==> src/rtl/sram_stream_reader_pkg.sv <==
// ==========================================================================
// sram_stream_reader_pkg : shared SRAM geometry defaults and FSM encodings
// Rev 1.0
// ==========================================================================
`default_nettype none

package sram_stream_reader_pkg;

  // Defaults shared with the SRAM macro wrapper and the capture-side writer
  localparam int DEFAULT_DATA_WIDTH = 16;
  localparam int DEFAULT_ADDR_WIDTH = 15;

  localparam logic [1:0] ST_IDLE   = 2'd0;
  localparam logic [1:0] ST_RUN    = 2'd1;
  localparam logic [1:0] ST_FINISH = 2'd2;

endpackage : sram_stream_reader_pkg

`default_nettype wire

==> src/rtl/sram_stream_reader.sv <==
// ==========================================================================
// sram_stream_reader : walks SRAM from a base address, streams words out
// Rev 1.0
// ==========================================================================
`default_nettype none

module sram_stream_reader
  import sram_stream_reader_pkg::*;
#(
  parameter int DATA_WIDTH = DEFAULT_DATA_WIDTH,
  parameter int ADDR_WIDTH = DEFAULT_ADDR_WIDTH
) (
  input  logic                  clk,
  input  logic                  rst,
  input  logic                  start,
  input  logic [ADDR_WIDTH-1:0] start_addr,
  input  logic [ADDR_WIDTH:0]   length,
  output logic [ADDR_WIDTH-1:0] read_addr,
  input  logic [DATA_WIDTH-1:0] read_data,
  output logic [DATA_WIDTH-1:0] out_data,
  output logic                  out_valid,
  input  logic                  out_ready,
  output logic                  busy,
  output logic                  done
);

  logic [1:0]            r_state;
  logic [ADDR_WIDTH-1:0] r_addr;
  logic [ADDR_WIDTH:0]   r_rem;
  logic [DATA_WIDTH-1:0] r_out_data;
  logic                  r_out_valid;
  logic                  r_busy;
  logic                  r_done;

  logic w_slot_free;
  logic w_load;
  logic w_drained;

  // The output register can take a new word when empty or being consumed this cycle
  assign w_slot_free = !r_out_valid || out_ready;
  assign w_load      = (r_state == ST_RUN) && (r_rem != '0) && w_slot_free;
  assign w_drained   = (r_state == ST_RUN) && (r_rem == '0) && w_slot_free;

  always_ff @(posedge clk or posedge rst) begin
    if (rst) begin
      r_state     <= ST_IDLE;
      r_addr      <= '0;
      r_rem       <= '0;
      r_out_data  <= '0;
      r_out_valid <= 1'b0;
      r_busy      <= 1'b0;
      r_done      <= 1'b0;
    end else begin
      r_done <= 1'b0;
      case (r_state)
        ST_IDLE: begin
          if (start) begin
            r_addr  <= start_addr;
            r_rem   <= length;
            r_busy  <= 1'b1;
            r_state <= (length == '0) ? ST_FINISH : ST_RUN;
          end
        end
        ST_RUN: begin
          if (w_load) begin
            r_out_data  <= read_data;
            r_out_valid <= 1'b1;
            // Natural overflow of the address register wraps top-of-RAM to 0
            r_addr      <= r_addr + ADDR_WIDTH'(1);
            r_rem       <= r_rem - (ADDR_WIDTH + 1)'(1);
          end else if (r_out_valid && out_ready) begin
            r_out_valid <= 1'b0;
          end
          if (w_drained) begin
            r_state <= ST_FINISH;
          end
        end
        ST_FINISH: begin
          r_done  <= 1'b1;
          r_busy  <= 1'b0;
          r_state <= ST_IDLE;
        end
        default: begin
          r_state <= ST_IDLE;
        end
      endcase
    end
  end

  assign read_addr = r_addr;
  assign out_data  = r_out_data;
  assign out_valid = r_out_valid;
  assign busy      = r_busy;
  assign done      = r_done;

endmodule : sram_stream_reader

`default_nettype wire

==> config.mk <==
export PLATFORM = sky130hd
export DESIGN_NAME = sram_stream_reader
export DESIGN_NICKNAME = d
export VERILOG_FILES = /design/src/rtl/sram_stream_reader_pkg.sv /design/src/rtl/sram_stream_reader.sv
export SDC_FILE = /design/constraint.sdc
export NUM_CORES = 1
export LEC_CHECK = 0
export CAP_MARGIN = 10
export CELL_PAD_IN_SITES_DETAIL_PLACEMENT = 0
export CELL_PAD_IN_SITES_GLOBAL_PLACEMENT = 1
export CORE_UTILIZATION = 51
export DETAILED_ROUTE_END_ITERATION = 8
export DONT_BUFFER_PORTS = 1
export MAX_ROUTING_LAYER = met4
export PLACE_DENSITY = 0.92
export SLEW_MARGIN = 20
export SYNTH_ARGS = -nofsm -noshare
export SYNTH_HDL_FRONTEND = slang
export SYNTH_SLANG_ARGS = --single-unit
==> constraint.sdc <==
create_clock -name clk -period 6.09 [get_ports clk]
set_input_delay 1.218 -clock clk [delete_from_list [all_inputs] [get_ports clk]]
set_output_delay 1.218 -clock clk [all_outputs]
set_load 0.005 [all_outputs]
Word level (Yosys, flattened, before mapping)
Cells that the tools add are included.
{"block": "word_totals", "memories": 0, "latch_bits": 0, "regBits": 52, "mem_bits_rw": 0, "input_bits": 51, "romBits": 0, "out_inout_bits": 34}
{"block": "op_classes", "bitwise": 0, "add_sub_neg": 2, "eq_ne": 5, "mul": 0, "n_shift": 0, "n_div": 0, "mux": 15, "n_reduce_logical": 19, "n_lt_le_gt_ge": 0}
{"op": "$logic_not A16 Y1", "n": 2}
{"op": "$mux W16", "n": 2}
{"op": "$pmux W16 S2", "n": 1}
{"op": "$mux W15", "n": 2}
{"op": "$pmux W15 S2", "n": 1}
{"op": "$reduce_bool A16 Y1", "n": 1}
{"op": "$sub A16 B1 Y16 const B", "n": 1}
{"op": "$add A15 B1 Y15 const B", "n": 1}
{"op": "$reduce_and A2 Y1", "n": 4}
{"op": "$mux W2", "n": 3}
{"op": "$ne A2 B2 Y1 const B", "n": 3}
{"op": "$reduce_bool A2 Y1", "n": 3}
{"op": "$logic_and A1 B1 Y1", "n": 5}
{"op": "$mux W1", "n": 4}
{"op": "$pmux W2 S2", "n": 1}
{"op": "$reduce_and A3 Y1", "n": 1}
{"op": "$eq A2 B1 Y1 const B", "n": 1}
{"op": "$eq A2 B2 Y1 const B", "n": 1}
{"op": "$logic_not A2 Y1", "n": 1}
{"op": "$pmux W1 S2", "n": 1}
{"op": "$logic_not A1 Y1", "n": 1}
{"op": "$logic_or A1 B1 Y1", "n": 1}

Depth between registers and ports, before layout
Gate-level depths: netlist (run 1).
{"block": "logic_depth", "depth_word": 5, "mapped_depth": 9}

Worst setup path after synthesis (run 1)
No wires, ideal clock.
{"block": "synth_path", "path_type": "input to register", "from": "in start", "to": "reg r_rem[0]", "path_buffers": 1, "setup_time_ns": 0.126, "path_slack_ns": 3.654, "path_stages": 6, "arrival_time_ns": 2.310, "path_cell_list": "nor3b_1 o21ba_2 a21oi_1 buf_2 nor2_1 a221o_1"}
{"block": "synth_via", "elab_chain_len": 2}
{"element": "from (decl)", "line_no": "sram_stream_reader.sv:15", "rtl": "input logic start,"}
{"element": "$ne A2 B2 Y1 (no line)"}
{"element": "$reduce_and A3 Y1 (no line)"}
{"element": "to (signal assigned)", "line_no": "sram_stream_reader.sv:59", "rtl": "r_rem <= length;"}
{"element": "to (signal assigned)", "line_no": "sram_stream_reader.sv:70", "rtl": "r_rem <= r_rem - (ADDR_WIDTH + 1)'(1);"}
{"element": "to (decl)", "line_no": "sram_stream_reader.sv:29", "rtl": "logic [ADDR_WIDTH:0] r_rem;"}
Every way passes these cells.
A chain may end at the register's enable or synchronous reset.

Worst setup path in the final report (run 1)
{"block": "layout_path", "from": "reg r_state[1]", "to": "reg r_addr[11], in the netlist read_addr[11]"}
{"block": "layout_via", "elab_chain_len": 5}
{"element": "from (decl)", "line_no": "sram_stream_reader.sv:27", "rtl": "logic [1:0] r_state;"}
{"element": "from (signal assigned)", "line_no": "sram_stream_reader.sv:61", "rtl": "r_state <= (length == '0) ? ST_FINISH : ST_RUN;"}
{"element": "$eq A2 B1 Y1", "line_no": "sram_stream_reader.sv:41, sram_stream_reader.sv:55"}
{"element": "$logic_and A1 B1 Y1 (2 in series)", "line_no": "sram_stream_reader.sv:41", "rtl": "assign w_load = (r_state == ST_RUN) && (r_rem != '0) && w_slot_free;"}
{"element": "$ne A2 B2 Y1 (no line)"}
{"element": "$reduce_and A3 Y1 (no line)"}
{"element": "to (signal assigned)", "line_no": "sram_stream_reader.sv:58", "rtl": "r_addr <= start_addr;"}
{"element": "to (signal assigned)", "line_no": "sram_stream_reader.sv:69", "rtl": "r_addr <= r_addr + ADDR_WIDTH'(1);"}
{"element": "to (decl)", "line_no": "sram_stream_reader.sv:28", "rtl": "logic [ADDR_WIDTH-1:0] r_addr;"}
Parallel ways exist; a longest one is shown, timed or not.

==> results.toml, run 1 <==
[detailed_routing]
first_pass_iters = 5
drt-total-wl_um = 6551
viasPerCell = 6.392
ant_nets = 0
num_vias = 2333
detail_route.iter0.violations = 139
drc = 0
wire_per_inst_um = 17.95

[clock_network]
cts_tree = "built"
cts_max_path_buffers = 2
root_buffer = "clkbuf_8"
cts_hold_buffers = 0
cts_setup_buffers = 0
htree_levels = 2
cts_inserted_buffers = 5
clk_pin_slew_ps = 100
cts_resized = 0
clkLatencyLatePin_ps = 310
cts_sinks = 52

[synth]
postSynthAreaPerCell_um2 = 9.469
syn_inst = 303
ys_async_sr_fraction_pct = 100.0
ys_seq_area_share_pct = 45.36
yosysWarnings = 0
ys_ff_latch = 52
synth_edf_count = 0
synth_nets = 356
synth_top_area_share_pct = 45.36
synthTopCellsByArea = "dfrtp_1 (45%), mux2_2 (6.3%), a21oi_1 (5.9%), nor2_1 (3.9%), o21ai_0 (3.5%)"
synth_cell_types = 46
synth_area_leader_cell = "dfrtp_1"
synth-main-ff-cell = "dfrtp_1"
synth_area_um2 = 2869

[floorplanning]
ioPinCount = 85
die_w_um = 77.01
coreArea_um2 = 5270
die_height_um = 77.01
die_area_um2 = 5930
num_rows = 26
start_util_pct = 54.44

[final_layout]
multi_input_comb_area_um2 = 1468
area_growth_pct = 4.579
ff_latch_area_um2 = 1301
nFillCells = 492
drive_gt1_share_pct = 12.88
final_util_pct = 56.93
nets = 347
diodes = 0

[sta]
fmax_ghz = 0.3638
fin_crit_ps = 2749
final_max_slew_viol_count = 0
skew_ps = 8.806
whs_ps = 540.3
worst_pin_slew_ps = 942.4
slew-limit-headroom_pct = 37.18
finalSetupTns_ps = 0
rsz0062_at_grt = "no"
fin_crit_sh_pct = 45.13
setup_violations = 0
finalHoldViolCount = 0

[global_route]
antenna_found_initial = 0
grt.total_usage_pct = 23.66
grt_max_degree = 57
grt_pass1_vias = 2063
grt_pass1_wl_um = 10770
overflow = 0

[placement]
finalWeightedCongestion = 0.8311
dp_hpwl_um = 4510
io_buffers = 0

[critical_path]
cp-end-kind = "register"
cp.required_ps = 6280
cp-start-kind = "register"
crit_type = "reg -> reg"
arrival_ps = 2940
path_max_fanout = 31

[power]
powerDensity_nw_per_um2 = 381.7
ir_drop_v = 0.0001603
p_leak_nw = 1.205

[min_path]
hold_path.class = "reg -> reg"

[status]
status = "completed"

[flow_run]
max_cap_viol_count = 0
[power breakdown]
group	leakage (nW)	switching [W]	internal, W	total (W)
sequential	0.592	0.000161	0.000463	0.000624
clock	0.0404	0.000117	0.0000815	0.000199
combinational	0.573	0.000173	0.000151	0.000323
total	1.21	0.000451	0.000695	0.00115
[synthesized netlist by cell type (all sizes together), types with 5 or more instances]
| cell | count |
|---|---|
| a21oi | 34 |
| a31oi | 9 |
| o22a | 10 |
| nand2 | 24 |
| nand4 | 6 |
| nor2 | 30 |
| clkbuf | 8 |
| nor3b | 6 |
| dfrtp | 52 |
| and3 | 7 |
| buf | 11 |
| o21ai | 20 |
| nor3 | 7 |
| nor4 | 9 |
| nand3 | 6 |
| mux2 | 16 |
| o21a | 5 |
[final timing paths]
path / start / end / slack [ps] / cells after the start
max reg2reg: r_state[1] / read_addr[11] / 3340 / 6
min in group asynchronous: rst / r_rem[15] / 940 / 1
min: out_data[13] / out_data[13] / 540 / 1
max in group asynchronous: rst / r_rem[3] / 4610 / 1
min reg2reg: out_data[13] / out_data[13] / 540 / 1
max: r_state[1] / read_addr[11] / 3340 / 6
[cell usage in the layout, fill, tap and decap left out, types with 3 or more instances in the layout]
master / Yosys / final
o21ai_0: 20 / 20
nand4_1: 5 / 5
clkbuf_8: 0 / 5
and3_1: 7 / 7
nor3_1: 3 / 3
nor3b_1: 5 / 5
mux2_2: 16 / 16
nand3_1: 6 / 6
a31oi_1: 9 / 9
nor4_1: 8 / 8
o22ai_1: 3 / 3
nor2_1: 30 / 30
a21o_1: 4 / 4
o22a_1: 10 / 10
a21oi_1: 34 / 33
dfrtp_1: 52 / 52
and2_1: 4 / 4
inv_1: 4 / 3
nand2_1: 24 / 24
o21a_1: 5 / 5
or3_1: 4 / 4
[cell type report]
class / count / share of cell area, %
sequential: 52 / 43.37
inverter: 4 / 0.5421
clock inverter: 3 / 0.7923
timing repair buffer: 3 / 1.168
multi-input combinational: 228 / 48.92
clock buffer: 5 / 2.294
tap: 70 / 2.919
[cell families (layout without fill, tap and decap cells)]
group | count (synthesis) | in the layout | share of synthesized area, %
AO/OA/AOI/OAI | 97 | 97 | 21.11
adder cells (fa/ha/maj) | 2 | 2 | 0.8721
buffers and inverters | 23 | 15 | 3.881
flip-flops | 52 | 52 | 45.36
multiplexers | 16 | 16 | 6.280
AND/OR/NAND/NOR | 113 | 113 | 22.50
[metrics by stage]
stage	instances	total power, W	setup slack [ps]	area (um^2)
finish	365	0.001145	3341	3000
global route	365	0.001230	3063	3000
CTS	364	0.001149	3322	2979
detailed placement	356	0.0009501	3112	2887
global placement	356	0.0009327	3208	2887
floorplan	303	0.0008654	3614	2869
[registers in the layout, summed over array words and instances (netlist names)]
register   flops
out_valid      1
r_state        2
r_rem         16
read_addr     15
busy           1
out_data      16
done           1
[metal layers]
metal	track usage (%)	vias up	share of wire, %
met1	32.85	1143	45
met3	5.476	5	6.5
li1	-	1103	-
met5	-	-	0
met4	5.660	0	0.85
met2	35.18	82	47
[worst max-delay path: stages (launching register included)]
cell and delay, ps:
dfrtp_1 480, nand2b_1 470, buf_4 360, o21ba_2 210, a21o_1 710, a21oi_1 60, o2bb2a_1 340
Power figures use the tool's default switching activity.
==> run 2: changes to the inputs <==
- CORE_UTILIZATION: 51 -> 47
- PLACE_DENSITY: 0.92 -> 0.86
- clock period: 6.09 -> 2.65 ns (I/O delays scaled with it)
==> results.toml, run 2 (synthesis gave the netlist of run 1 again) <==
[placement]
dp.cells = 365
io_buffers = 0
finalWeightedCongestion = 0.8293
place_area_um2 = 2960
dp_hpwl_um = 4690

[clock_network]
htree_levels = 2
clkLatencyLatePin_ps = 300
cts_tree = "built"
cts_inserted_buffers = 5
root_buffer = "clkbuf_8"
cts_max_path_buffers = 2
cts_resized = 0
cts_sinks = 52
clk_pin_slew_ps = 90

[sta]
slew-limit-headroom_pct = 45.77
fmax_ghz = 0.4397
rsz0062_at_grt = "no"
worst_pin_slew_ps = 810.8
finalHoldViolCount = 0
fin_crit_sh_pct = 85.82
skew_ps = 9.920
final_max_slew_viol_count = 0
setup_violations = 0
fin_crit_ps = 2274
finalSetupTns_ps = 0

[detailed_routing]
drc = 0
first_pass_iters = 4
detail_route.iter0.violations = 159
wire_per_inst_um = 17.70
wl_met2_um = 2949
wl_met3_um = 505
num_vias = 2314
top_layer = "met4"
drt-total-wl_um = 6619
wl_met1_um = 3116
viasPerCell = 6.187
ant_nets = 0

[critical_path]
crit_type = "reg -> reg"
crit_chain = "inv_1, ha_1, nor3b_4, nand4_4, nor3_4, nor3_4, mux2_2"
cp-end-kind = "register"
path_max_fanout = 18
slowest_delay_ps = 620
cpMaxStageDelayCell = "nor3_4"
arrival_ps = 2460
cp-start-kind = "register"
cp.required_ps = 2840
cp_common_cell = "nor3_4"

[min_path]
hold_path.class = "in -> reg"

[floorplanning]
die_w_um = 80.13
coreArea_um2 = 5921
die_height_um = 80.13
ioPinCount = 85
die_area_um2 = 6421
start_util_pct = 48.46
num_rows = 28

[flow_run]
max_cap_viol_count = 0

[global_route]
grt_max_degree = 57
grt.total_usage_pct = 21.23
grt_pass1_vias = 2043
overflow = 0
antenna_found_initial = 0
grt_pass1_wl_um = 10140

[final_layout]
nets = 351
final_area_um2 = 3082
drive_gt1_share_pct = 13.71
stdcell_count = 374
area_growth_pct = 7.414
final_cell_mix = "dfrtp_1 (52), a21oi_1 (33), nor2_1 (30)"
diodes = 0
final_common_cell = "dfrtp_1"

[status]
status = "completed"

[power]
p_total_w = 0.002741
p_sw_share_pct = 37.78
ir_drop_v = 0.0003703
power_frac_clock_pct = 19.8
switchingPower_w = 0.001036
p_comb_share_pct = 27.8
p_leak_nw = 1.247
p_int_w = 0.001705
seqPwrFrac_pct = 52.4
powerDensity_nw_per_um2 = 889.4
run 2: cell count changes in the layout (fill, tap and decap cells not counted), sizes merged:
cell         previous run  this run
inv                     3         4
clkinv                  2         1
buf                     3         6
dlygate4sd3             0         1
bufinv                  0         1
clkinvlp                2         1
run 2: final cells by class:
type | instances | area [um^2]
clock buffer | 5 | 68.82
clock inverter | 3 | 42.54
fill | 555 | 2839
inverter | 4 | 15.01
multi-input combinational | 228 | 1468
sequential | 52 | 1301
tap | 75 | 93.84
timing repair buffer | 7 | 92.59
run 2: metrics by stage:
step                utilization [%]  hold slack (ps)  setup WS [ps]
floorplan                         -            482.4          668.9
global placement              50.00            275.4          467.9
detailed placement            50.00            276.9          370.1
CTS                           52.05            363.3          356.5
global route                  52.05            350.5          228.5
finish                        52.05            368.6          375.7
run 2: critical path: cells and delay by family (launching register included):
kind	cells	cell delay, ps
and+or+nand+nor	4	1000
DFF	1	390
buffers and inverters	1	100
muxes	1	420
adders and majority gates	1	240
run 2: path summary, 6_finish.rpt:
kind,from,to,slack [ps],cells past startpoint
max in group asynchronous,rst,out_data[3],1680,3
hold / removal,length[0],r_rem[0],370,1
setup / recovery,r_rem[0],out_data[11],380,7
hold reg to reg,read_addr[8],read_addr[8],540,1
min in group asynchronous,rst,read_addr[11],530,2
setup reg to reg,r_rem[0],out_data[11],380,7
run 2: layer usage:
metal	up-vias	GRT usage (%)
met5	-	-
li1	1112	-
met4	0	6.071
met1	1116	30.79
met2	81	28.89
met3	5	5.795
run 2: power groups by stage:
stage / Clock [W] / Combinational, W / Sequential, W
2_1_floorplan: 0 / 0.000635 / 0.00135
5_1_grt: 0.000600 / 0.000863 / 0.00148
4_1_cts: 0.000561 / 0.000769 / 0.00143
3_3_place_gp: 0 / 0.000743 / 0.00144
3_5_place_dp: 0 / 0.000760 / 0.00145
6_report: 0.000544 / 0.000762 / 0.00144
run 2: repair_timing:
item                                   CTS  global route
endpoints found under the hold margin    1             0
buffers inserted                         0             0
hold buffers                             1             0
==> run 3: changes to the inputs <==
- TNS_END_PERCENT: not set -> 100
==> results of run 3 <==
The final DEF is identical to that of run 2; final timing and power are the same.
